<file path="src/rtl/wrap_mem_pkg.sv">
// Shared constants and size-code decoding for the wrap_mem byte-addressed data memory.
package wrap_mem_pkg;

  localparam logic [3:0] BE_BYTE = 4'b0001;
  localparam logic [3:0] BE_HALF = 4'b0011;
  localparam logic [3:0] BE_WORD = 4'b1111;

  typedef struct packed {
    logic       legal;
    logic [2:0] n;      // access width in bytes: 1, 2 or 4
  } access_size_t;

  function automatic access_size_t decode_size(input logic [3:0] byte_en);
    access_size_t s;
    s = '{legal: 1'b0, n: 3'd0};
    case (byte_en)
      BE_BYTE: s = '{legal: 1'b1, n: 3'd1};
      BE_HALF: s = '{legal: 1'b1, n: 3'd2};
      BE_WORD: s = '{legal: 1'b1, n: 3'd4};
      default: s = '{legal: 1'b0, n: 3'd0};
    endcase
    return s;
  endfunction

endpackage

</file>
<file path="src/rtl/wrap_mem_align.sv">
// Byte-lane mapping: splits an access of N bytes at a byte address into a
// current/next word pair, with per-word lane masks and shifted store/load data.
module wrap_mem_align
  import wrap_mem_pkg::*;
#(
  parameter int MEM_SIZE_WORDS = 16,
  localparam int ADDR_BITS = $clog2(4 * MEM_SIZE_WORDS),
  localparam int IDX_W     = $clog2(MEM_SIZE_WORDS)
) (
  input  logic [ADDR_BITS-1:0] addr,
  input  logic [2:0]           n,
  input  logic [31:0]          wr_data,
  input  logic [31:0]          word_lo,
  input  logic [31:0]          word_hi,
  output logic [IDX_W-1:0]     idx_lo,
  output logic [IDX_W-1:0]     idx_hi,
  output logic [3:0]           mask_lo,
  output logic [3:0]           mask_hi,
  output logic [31:0]          st_lo,
  output logic [31:0]          st_hi,
  output logic [31:0]          ld_raw
);

  logic [1:0] lane;
  logic [4:0] shamt;
  logic [7:0] mask_pair;

  function automatic logic [3:0] width_mask(input logic [2:0] nb);
    case (nb)
      3'd1:    return 4'b0001;
      3'd2:    return 4'b0011;
      3'd4:    return 4'b1111;
      default: return 4'b0000;
    endcase
  endfunction

  // Store data shifted left into a two-word window; upper half spills into the next word.
  function automatic logic [63:0] store_shift(input logic [31:0] d, input logic [4:0] sh);
    return {32'b0, d} << sh;
  endfunction

  // Two adjacent words viewed as one 64-bit window, shifted down to the access lane.
  function automatic logic [31:0] load_merge(input logic [31:0] lo, input logic [31:0] hi,
                                             input logic [4:0] sh);
    logic [63:0] w;
    w = {hi, lo} >> sh;
    return w[31:0];
  endfunction

  assign lane   = addr[1:0];
  assign shamt  = {lane, 3'b000};
  assign idx_lo = addr[ADDR_BITS-1:2];
  // Power-of-two word count makes the increment wrap from the last word to word 0.
  assign idx_hi = idx_lo + 1'b1;

  assign mask_pair        = {4'b0000, width_mask(n)} << lane;
  assign mask_lo          = mask_pair[3:0];
  assign mask_hi          = mask_pair[7:4];
  assign {st_hi, st_lo}   = store_shift(wr_data, shamt);
  assign ld_raw           = load_merge(word_lo, word_hi, shamt);

endmodule

</file>
<file path="src/rtl/wrap_mem.sv">
// Byte-addressed data memory with misaligned, word-crossing and wrapping
// byte/halfword/word accesses; combinational loads, single-cycle stores.
module wrap_mem
  import wrap_mem_pkg::*;
#(
  parameter int MEM_SIZE_WORDS = 16
) (
  input  logic        clk,
  input  logic        rst,
  input  logic [31:0] addr,
  input  logic [31:0] wr_data,
  input  logic        wr_en,
  input  logic [3:0]  byte_en,
  input  logic        is_signed,
  output logic [31:0] rd_data
);

  localparam int ADDR_BITS = $clog2(4 * MEM_SIZE_WORDS);
  localparam int IDX_W     = $clog2(MEM_SIZE_WORDS);

  logic [31:0] mem [MEM_SIZE_WORDS];

  access_size_t acc;
  logic [IDX_W-1:0] idx_lo, idx_hi;
  logic [3:0]       mask_lo, mask_hi;
  logic [31:0]      st_lo, st_hi, ld_raw;
  logic             unused_addr_bits;

  assign acc              = decode_size(byte_en);
  assign unused_addr_bits = ^addr[31:ADDR_BITS];

  wrap_mem_align #(.MEM_SIZE_WORDS(MEM_SIZE_WORDS)) u_align (
    .addr    (addr[ADDR_BITS-1:0]),
    .n       (acc.n),
    .wr_data (wr_data),
    .word_lo (mem[idx_lo]),
    .word_hi (mem[idx_hi]),
    .idx_lo  (idx_lo),
    .idx_hi  (idx_hi),
    .mask_lo (mask_lo),
    .mask_hi (mask_hi),
    .st_lo   (st_lo),
    .st_hi   (st_hi),
    .ld_raw  (ld_raw)
  );

  // NOTE: the array is cleared on reset because loads after reset must read 0;
  // that forces flops rather than a RAM macro, acceptable at this small size.
  always_ff @(posedge clk) begin
    if (rst) begin
      for (int i = 0; i < MEM_SIZE_WORDS; i++) mem[i] <= '0;
    end else if (wr_en && acc.legal) begin
      // NOTE: non-blocking updates so every lane write sees pre-edge state.
      for (int b = 0; b < 4; b++) begin
        if (mask_lo[b]) mem[idx_lo][8*b +: 8] <= st_lo[8*b +: 8];
        if (mask_hi[b]) mem[idx_hi][8*b +: 8] <= st_hi[8*b +: 8];
      end
    end
  end

  always_comb begin
    // NOTE: default first so every path assigns rd_data and no latch is inferred.
    rd_data = '0;
    if (acc.legal) begin
      case (acc.n)
        3'd1:    rd_data = {{24{is_signed & ld_raw[7]}},  ld_raw[7:0]};
        3'd2:    rd_data = {{16{is_signed & ld_raw[15]}}, ld_raw[15:0]};
        default: rd_data = ld_raw;
      endcase
    end
  end

endmodule

</file>
<file path="config.mk">
export PLATFORM = sky130hd
export DESIGN_NAME = wrap_mem
export DESIGN_NICKNAME = d
export VERILOG_FILES = /design/src/rtl/wrap_mem_pkg.sv /design/src/rtl/wrap_mem_align.sv /design/src/rtl/wrap_mem.sv
export SDC_FILE = /design/constraint.sdc
export NUM_CORES = 1
export LEC_CHECK = 0
export ABC_AREA = 1
export CAP_MARGIN = 40
export CORE_MARGIN = 1
export CORE_UTILIZATION = 32
export CTS_BUF_LIST = sky130_fd_sc_hd__clkbuf_8
export DETAILED_ROUTE_END_ITERATION = 7
export GPL_TIMING_DRIVEN = 0
export MAX_ROUTING_LAYER = met4
export RECOVER_POWER = 25
export SETUP_SLACK_MARGIN = 0.1
export SYNTH_ARGS = -nofsm -noshare
export SYNTH_HDL_FRONTEND = slang
export SYNTH_SLANG_ARGS = --single-unit
</file>
<file path="constraint.sdc">
create_clock -name clk -period 4.3 [get_ports clk]
set_input_delay 0.86 -clock clk [delete_from_list [all_inputs] [get_ports clk]]
set_output_delay 0.86 -clock clk [all_outputs]
set_load 0.05 [all_outputs]
</file>
==> impl.org <==
** STA
- Max Slew Vio Count :: 0
- Setup violations, final :: 28
- Crit share post-route :: 1.06
- Top achievable clock speed :: 0.220 GHz
- Slew of the pin with the lowest slew margin :: 1.10 ns
- Setup repair after global routing could not meet its margin everywhere.
- Worst setup margin :: -0.244 ns
- Final hold analysis gives a worst-case slack of 1.10 ns.
- In this run the tightest slew margin relative to its limit is 0.269.
- The routed design could run at a clock period as short as 4.54 ns.
- Total count of hold-check failures in the final report :: 0

** Floorplanning
- The total area inside the core boundary comes to about 97,000 um^2.
- Die extent in y :: around 310 um
- Width of the chip :: 314 um
- Number of cell rows :: 114
- During I/O placement, the number of pins put on the boundary was 104.
- Effective utilization at floorplan :: 0.323
- Overall die area :: 98,700 um^2

** Pwr
- In this run the static leakage power is about 16 nW.
- In this run the power density over the cells is 355 nW/um^2.
- IR analysis of the VDD net gives a maximum drop of 217 uV.

** Final layout
- The register with the most flip-flops in the layout has 512 of them.
- Layout cell share with drive strength beyond 1 :: 0.221
- Ranked by flip-flop count, first place goes to mem.
- Layout Area Growth over Synthesis :: 29.5%
- Top Registers :: mem x512
- # fillers :: 9,950
- NumNets Final :: 4,413

** Drt
- For this run, the detailed router's first-pass iteration total came to 8.
- Using the TritonRoute via totals, the vias-per-cell ratio works out to between 6 and 7.
- Vias after detailed routing :: 35,900
- Antenna violation net count after detailed routing :: 0
- Summed over all layers, the routed wires come to 215 mm.
- Dividing the detail-routed wire length by the instance count gives 37.8 um.
- Initial DRC count :: about 6,600
- Drt drc :: 0

** Global route
- The number of antenna violations at the first check in global routing is 4.
- Entering global routing, the biggest net connects 20 pins.
- For met3 alone, demand over resource in global routing was 0.132.
- Residual overflow from global routing :: 0
- For this run, global-route usage on met2 was measured as 0.603.
- The first global-routing pass estimated between 200 and 300 mm of wire.
- In the global route stage, overall resource usage came out at 0.434.
- met2 is the most crowded layer.
- For this run, global-route usage on met1 was measured as 0.550.
- The number of global-route vias before repair is 32,000.

** CTS
- TritonCTS built the clock tree.
- Worst-path clk slew :: 0.06 ns
- Clock tree synthesis selected as its root buffer the cell sky130_fd_sc_hd__clkbuf_8.
- Number of hold buffers added after CTS :: 0
- Sink Count :: 512
- The H-tree was split into 3 levels.
- The clock passes through at most 3 buffers.
- Buffers inserted during clock tree synthesis total 95.

** Worst hold path
- The path class of the tightest hold or removal check is input pin to flop.
- Count of cells along the worst hold path :: 4

** Yosys
- Post-synth EDFFs :: 512
- Sequential-to-total area share from yosys stat :: 0.493
- Mean Syn Cell Area :: between 7 and 8 um^2
- Most common cell in the netlist :: sky130_fd_sc_hd__nand2_1
- Area share of the largest cell type after synthesis :: 0.493
- By area the synthesized netlist is led by sky130_fd_sc_hd__edfxtp_1 49%, sky130_fd_sc_hd__nand2_1 17%, sky130_fd_sc_hd__nand3_1 7.7%, sky130_fd_sc_hd__o22ai_1 6.9%, sky130_fd_sc_hd__nor2_1 4.3%.
- Counting every net in the synthesized netlist gives 4,077.
- During synthesis, Yosys emitted a total of 0 warnings.
- FF+latch count, synth :: 512
- Synthesized instance count :: roughly 4,000
- After synthesis, the most frequently instantiated cells are 1,402 x sky130_fd_sc_hd__nand2_1, 512 x sky130_fd_sc_hd__edfxtp_1, 477 x sky130_fd_sc_hd__nand3_1.
- Netlist area before placement :: just over 30,000 um^2
- The synthesized design spends more area on one cell type than any other, namely sky130_fd_sc_hd__edfxtp_1.
- The most used flip-flop cell after synthesis is sky130_fd_sc_hd__edfxtp_1.
- The synthesized netlist contains 35 unique library cells.
- Ys async rst share :: 0

** Worst setup path
- Worst path max stage delay :: between 0.4 and 0.5 ns
- The worst setup path is launched from an input pin.
- Data arrives at the worst endpoint at 3.68 ns.
- Slowest cell on the critical path :: sky130_fd_sc_hd__clkbuf_2
- By startpoint and endpoint, the worst setup path is classified as input pin to output port.
- Type of element capturing the critical path :: output port
- The critical path ends at rd_data[24].
- Traced cell by cell, the critical path runs through buf_12 -> buf_12 -> buf_4 -> clkbuf_4 -> clkbuf_2 -> nand2_1 -> nand3_2 -> nand3_2 -> nand3_2 -> nand4_1 -> nand3_4 -> nand2_2 -> nand2_2 -> nand2_2 -> a21oi_4 -> buf_6.
- WP data required :: between 3 and 4 ns
- Critical Path Start :: addr[2]
- Maximum fanout count along the critical path :: 10

** Placement
- Pre-CTS setup slack :: -3.12 ns
- In this run the tool buffered the top-level ports with 75 buffer cells.
- At the end of routability-driven placement, the weighted congestion stood at ~1.1.
- Once detailed placement completed, the half-perimeter wirelength came to 157 mm.

** Status
- The run finished, with violations left.
- Failing checks :: negative setup slack

** Job
- Number of maximum-capacitance violations :: 0
[worst min-delay path by stage]
stage / start / end / slack [ns]
floorplan: wr_data[7] / mem[8][7]$_DFFE_PP_ / 1.15
global placement: wr_data[12] / mem[0][12]$_DFFE_PP_ / 1.88
detailed placement: wr_data[12] / mem[0][12]$_DFFE_PP_ / 1.88
CTS: wr_data[12] / mem[0][12]$_DFFE_PP_ / 1.06
global route: wr_data[7] / mem[8][7]$_DFFE_PP_ / 1.09
finish: addr[1] / mem[15][7]$_DFFE_PP_ / 1.10
[kinds of logic after synthesis]
family / synth area share
DFF: 0.493
adders and majority gates: 0.00201
and+or+nand+nor: 0.303
AOI/OAI and AO/OA: 0.133
buffers and inverters: 0.0677
xor gates and xnor gates: 0.00104
[metrics by stage]
stage	area [um^2]	setup TNS, ns	utilization	power (W)	instances
floorplan	31600	0	-	0.00731	4000
global placement	33900	-1300.51	0.351	0.00874	5351
detailed placement	35000	-861.24	0.362	0.00884	5444
CTS	38700	-5.31	0.401	0.0138	5648
global route	40400	-4.60	0.418	0.0145	5681
finish	40400	-4.33	0.418	0.0143	5682
[power by group]
group | switching [W] | total, W | leakage, nW | internal, W
clock network | 0.00241 | 0.00471 | 0.963 | 0.00230
registers | 0.000188 | 0.00593 | 4.86 | 0.00574
logic | 0.00261 | 0.00368 | 10.4 | 0.00106
[what timing repair did]
action                                  4_1_cts  5_1_grt
buffers inserted                             36       21
endpoints found under the setup margin      558       65
pin swaps                                    82      136
resized for setup                           674      371
cloned                                        7       10
[per-layer routing]
layer  routed length [um]  up-vias  part of all wire
met3                29900      790              0.14
met4                17700        0             0.083
met1                80800    17400              0.38
li1                     -    14500                 -
met2                86100     3221              0.40
met5                    0        -                 0
[layout make-up]
type / count / area [um^2] / area share
multi-input cells: 3023 / 15700 / 0.388
flip-flops and latches: 512 / 15400 / 0.381
repair buffers: 242 / 2820 / 0.0698
plain buffers: 294 / 2500 / 0.0620
well taps: 1276 / 1600 / 0.0395
clock buffers: 95 / 1310 / 0.0324
inverters: 168 / 683 / 0.0169
clock inverters: 67 / 428 / 0.0106
diodes: 5 / 12.5 / 0.000310
[cells in the final DEF, fill, tap and decap left out, types with 97 or more instances in the layout]
master                     instances
sky130_fd_sc_hd__nand2_1        1217
sky130_fd_sc_hd__edfxtp_1        512
sky130_fd_sc_hd__nand3_1         369
sky130_fd_sc_hd__o22ai_1         342
sky130_fd_sc_hd__nor2_1          329
sky130_fd_sc_hd__o21ai_0         204
sky130_fd_sc_hd__inv_1           163
sky130_fd_sc_hd__nand2_2         150
sky130_fd_sc_hd__buf_6           104
sky130_fd_sc_hd__clkbuf_8         97
[worst max-delay path: cells and delay by family]
family / cells / cell delay (ns)
buffers and inverters: 6 / 1.56
and+or+nand+nor: 9 / 1.10
AOI/OAI and AO/OA: 1 / 0.12
No activity file was read; power rests on OpenSTA's default activity.
